`src/rtl/memoria_resp.sv`:
```
// Single-port register memory with a request/acknowledge handshake and out-of-range error flag.
// Optional power-up clear sweep of every word is enabled by defining RAM_INIT_CLEAR_EN.
module memoria_resp #(
    parameter int ADDR_W = 5,
    parameter int DATA_W = 8
) (
    input  logic              clock,
    input  logic              resetn,
    input  logic              req,
    input  logic              wren,
    input  logic [7:0]        address,
    input  logic [DATA_W-1:0] data,
    output logic [DATA_W-1:0] out,
    output logic              ack,
    output logic              err,
    output logic              busy
);

    localparam int DEPTH = 1 << ADDR_W;

`ifdef RAM_INIT_CLEAR_EN
    typedef enum logic [1:0] {
        ST_IDLE  = 2'd0,
        ST_ACK   = 2'd1,
        ST_CLEAR = 2'd2
    } state_t;
    localparam state_t ST_RESET  = ST_CLEAR;
    localparam logic   BUSY_RST  = 1'b1;
`else
    typedef enum logic {
        ST_IDLE = 1'b0,
        ST_ACK  = 1'b1
    } state_t;
    localparam state_t ST_RESET  = ST_IDLE;
    localparam logic   BUSY_RST  = 1'b0;
`endif

    state_t              r_state;
    state_t              w_state_nxt;
    logic [DATA_W-1:0]   r_mem [DEPTH];
    logic [DATA_W-1:0]   r_out;
    logic                r_ack;
    logic                r_err;
    logic                r_busy;
    logic                w_accept;
    logic                w_in_range;
    logic                w_mem_we;
    logic [ADDR_W-1:0]   w_mem_addr;
    logic [DATA_W-1:0]   w_mem_wdata;
    logic [DATA_W-1:0]   w_rd_data;
`ifdef RAM_INIT_CLEAR_EN
    logic [ADDR_W-1:0]   r_clr_cnt;
`endif

    // Upper address bits only qualify the range; they never fold onto lower words.
    assign w_in_range = ((address >> ADDR_W) == 8'd0);
    assign w_rd_data  = r_mem[address[ADDR_W-1:0]];

    assign out  = r_out;
    assign ack  = r_ack;
    assign err  = r_err;
    assign busy = r_busy;

    // Next-state decode, request acceptance and memory write port selection.
    always_comb begin
        w_state_nxt = r_state;
        w_accept    = 1'b0;
        w_mem_we    = 1'b0;
        w_mem_addr  = address[ADDR_W-1:0];
        w_mem_wdata = data;
        case (r_state)
            ST_IDLE: begin
                if (req) begin
                    w_accept    = 1'b1;
                    w_mem_we    = wren & w_in_range;
                    w_state_nxt = ST_ACK;
                end else begin
                    w_state_nxt = ST_IDLE;
                end
            end
            ST_ACK: begin
                w_state_nxt = ST_IDLE;
            end
`ifdef RAM_INIT_CLEAR_EN
            ST_CLEAR: begin
                w_mem_we    = 1'b1;
                w_mem_addr  = r_clr_cnt;
                w_mem_wdata = {DATA_W{1'b0}};
                if (&r_clr_cnt) begin
                    w_state_nxt = ST_IDLE;
                end else begin
                    w_state_nxt = ST_CLEAR;
                end
            end
`endif
            default: begin
                w_state_nxt = ST_IDLE;
            end
        endcase
    end

    // State register; reset aborts any access or sweep in flight.
    always_ff @(posedge clock or negedge resetn) begin
        if (!resetn) begin
            r_state <= ST_RESET;
        end else begin
            r_state <= w_state_nxt;
        end
    end

`ifdef RAM_INIT_CLEAR_EN
    // Clear sweep address counter, restarted from word 0 by every reset.
    always_ff @(posedge clock or negedge resetn) begin
        if (!resetn) begin
            r_clr_cnt <= {ADDR_W{1'b0}};
        end else if (r_state == ST_CLEAR) begin
            r_clr_cnt <= r_clr_cnt + 1'b1;
        end
    end
`endif

    // Storage array; the write is gated by resetn so nothing lands while reset is held.
    always_ff @(posedge clock) begin
        if (w_mem_we && resetn) begin
            r_mem[w_mem_addr] <= w_mem_wdata;
        end
    end

    // Registered response: result word, one-cycle ack/err pulse and busy flag.
    always_ff @(posedge clock or negedge resetn) begin
        if (!resetn) begin
            r_out  <= {DATA_W{1'b0}};
            r_ack  <= 1'b0;
            r_err  <= 1'b0;
            r_busy <= BUSY_RST;
        end else begin
            r_ack  <= w_accept;
            r_err  <= w_accept & ~w_in_range;
            r_busy <= (w_state_nxt != ST_IDLE);
            if (w_accept) begin
                if (!w_in_range) begin
                    r_out <= {DATA_W{1'b0}};
                end else if (wren) begin
                    r_out <= data;
                end else begin
                    r_out <= w_rd_data;
                end
            end
        end
    end

endmodule

```
`config.mk`:
```
export PLATFORM = sky130hd
export DESIGN_NAME = memoria_resp
export DESIGN_NICKNAME = d
export VERILOG_FILES = /design/src/rtl/memoria_resp.sv
export SDC_FILE = /design/constraint.sdc
export NUM_CORES = 1
export LEC_CHECK = 0
export BUFFER_PORTS_ARGS = -buffer_cell sky130_fd_sc_hd__buf_2
export CAP_MARGIN = 25
export CORE_MARGIN = 3
export CORE_UTILIZATION = 50
export CTS_CLUSTER_DIAMETER = 150
export CTS_CLUSTER_SIZE = 14
export DETAILED_ROUTE_END_ITERATION = 6
export PLACE_DENSITY = 0.71
export RECOVER_POWER = 50
export SYNTH_ARGS = -nofsm -noshare
export SYNTH_HDL_FRONTEND = slang
export SYNTH_SLANG_ARGS = --single-unit
```
`constraint.sdc`:
```
create_clock -name clock -period 2.04 [get_ports clock]
set_input_delay 0.51 -clock clock [delete_from_list [all_inputs] [get_ports clock]]
set_output_delay 0.51 -clock clock [all_outputs]
set_load 0.03 [all_outputs]
```
==> flow_summary.toml <==
[run_status]
outcome = "finished, final reports clean"

[floorplan]
io_pins = 31
die_x_um = 152
die_h_um = 152
design.core.area_um2 = 20600
dieArea_um2 = 23000
row_count = 52
start_util_pct = 51.6

[synth]
avgSynthCellArea_um2 = 18.6
ys_seq_area_share_pct = 74.8
async_flop_share_pct = 3.76
ys_ff_latch = 266
syn_area_um2 = 10600
synthCells = 570
yosys_warnings = 0
synth_ff_type = "edfxtp_1"
ys_types = 47
synth_fp_nets = 590
synth-edff-count = 256

[setup_path]
worst-path-max-fanout = 8
startpoint = "ack"
path_depth = 5
end_kind = "flip-flop"
cpLargestDelayFamily = "simple AND/OR/NAND/NOR gates"
reg2reg_depth = 5
critPathKind = "reg2reg"
required_ns = 2.21
arrival_ns = 2.14
crit_chain = "nand2b_1, nor2b_4, and3_4, nand2_4, nor2_4"
cp_slowest_cell = "dfrtp_2"
r2r_start = "ack"
cp.buffers_inverters = 0
start_kind = "flip-flop"
max_stage_delay_ns = 0.41

[route]
routed_via_density = 6.14
wl_mm = 25.0
first_pass_iters = 5
routedWlPerCell_um = 26.2
drtAntennaViolNets = 0
vias = 5860
drcViolationCount = 0
drtIter0Drc = 633

[timing]
rsz0062_at_grt = "false"
min_period_ns = 1.97
fin_hold_ws_ns = 0.385
fin_worst_skew_ns = 0.0225
max_freq_ghz = 0.508
slew_headroom_pct = 25.6
finalSetupViolations = 0
hold_viol = 0
tns_ns = 0
fin_crit_sh_pct = 96.6
worstMarginPinSlew_ns = 1.12
slew_viol_final = 0

[power]
p_leak_nw = 4.16
p_seq_share_pct = 57.3
power.internal_mw = 8.29
pwr-share-clk_pct = 36.3
finalPower_mw = 10.5
p_sw_mw = 2.17
peakVddDrop_mv = 0.755
p_per_area_nw_per_um2 = 839
switching_share_pct = 20.8
power_frac_comb_pct = 6.3

[layout]
area_delta_synth_final_pct = 17.6
antenna_cells = 0
finalNetCount = 696
drive_above_1_share_pct = 25.7
final_common_cell = "edfxtp_1"
n_fill_cell = 1518
mostFrequentLayoutCells = "256 x edfxtp_1, 57 x mux2i_1, 56 x buf_4, 36 x clkbuf_1, 32 x nor2_4"

[global_routing]
grt_pass1_vias = 5942
track_usage_pct = 22.3
grt_overflow = 0
grt_pass1_wl_mm = 37.5
grt_max_degree = 25
antenna_found_initial = 0

[clock_tree]
clock-sinks = 266
cts_tree = "done"
post_cts_buffers = 0
clock_path_buffers = 3
root_buffer = "clkbuf_16"
h-tree-depth = 1
cts_buffers = 22
clk_latency_ns = 0.52
path_clk_slew_ns = 0.07

[worst_hold_path]
hold_path_depth = 4
hold_start = "address[5]"
hp-class = "in2reg"

[run]
maxCapViolCount = 0

[placement]
dp_hpwl_mm = 17.6
portBuffers = 30
routabilityCongestion = 0.923
## area by class of cell
cell class,count,area (µm²),area share [%]
Tap cell,270,338,2.71
Sequential cell,266,7940,63.6
Timing Repair Buffer,112,807,6.47
Inverter,6,22.5,0.180
Clock buffer,32,609,4.88
Multi-Input combinational cell,268,2770,22.2
## path summary, 6_finish.rpt
kind	to	slack, ns
worst max-delay path	r_mem[21][5]	0.07
worst min-delay path	err	0.38
worst max register to register	r_mem[21][5]	0.07
worst min register to register	out[6]	0.62
max in group asynchronous	ack	0.94
min in group asynchronous	out[3]	0.65
## per-layer routing
metal	part of all wire (%)	track usage [%]	vias up
li1	-	-	2529
met1	42	32.1	3017
met2	47	34.7	259
met3	8.6	5.06	55
met4	2.9	6.15	0
met5	0	0	-
## worst register-to-register path, stage by stage, from the launching register on
cell	delay (ns)
dfrtp_2	0.41
nand2b_1	0.20
nor2b_4	0.14
and3_4	0.30
nand2_4	0.21
nor2_4	0.36
## state kept, by name, indices dropped and copies added, names as in the netlist
register and flops:
r_mem 256, out 8, ack 1, err 1
## power by group through the flow
stage | logic [mW] | registers (mW) | clock network [mW]
after floorplan | 0.315 | 6.13 | 0
after global placement | 0.664 | 6.12 | 0
after detailed placement | 0.677 | 6.12 | 0
after CTS | 0.681 | 6.00 | 3.85
after global routing | 0.705 | 6.00 | 4.05
final | 0.664 | 6.00 | 3.80
## stage by stage
step | util, % | cell area, µm² | worst slack (ns) | instances
detailed placement | 58.1 | 11900 | -0.383 | 921
CTS | 61.1 | 12600 | 0.0798 | 954
floorplan | - | 10900 | -0.0852 | 570
global placement | 58.1 | 11900 | -0.328 | 921
finish | 60.7 | 12500 | 0.0697 | 954
global route | 60.7 | 12500 | 0.00255 | 954
## cell usage after synthesis, types with 8 or more instances
| library cell | n | area share, % |
|---|---|---|
| edfxtp_1 | 256 | 72 |
| nand3_1 | 11 | 0.52 |
| o22ai_1 | 10 | 0.59 |
| nand2_1 | 16 | 0.57 |
| mux4_2 | 21 | 4.5 |
| nor2_1 | 44 | 1.6 |
| buf_2 | 15 | 0.71 |
| o21ai_0 | 13 | 0.61 |
| mux2i_1 | 57 | 5.4 |
| mux4_1 | 15 | 3.7 |
| dfrtp_1 | 10 | 2.4 |
| nor2b_1 | 8 | 0.47 |
## cell families (layout without fill, tap and decap cells)
kind of cell,after synthesis,after routing,share of synthesized area (%)
buf+inv,36,150,1.96
simple gates,106,106,4.94
compound gates,63,63,4.14
flops,266,266,74.8
mux,99,99,14.2
## timing repair
action                     4_1_cts  5_1_grt
hold endpoints to repair        10        0
hold buffers                     1        0
resized for setup                0        1
setup endpoints to repair        0        1
(Power assumes the default switching activity.)
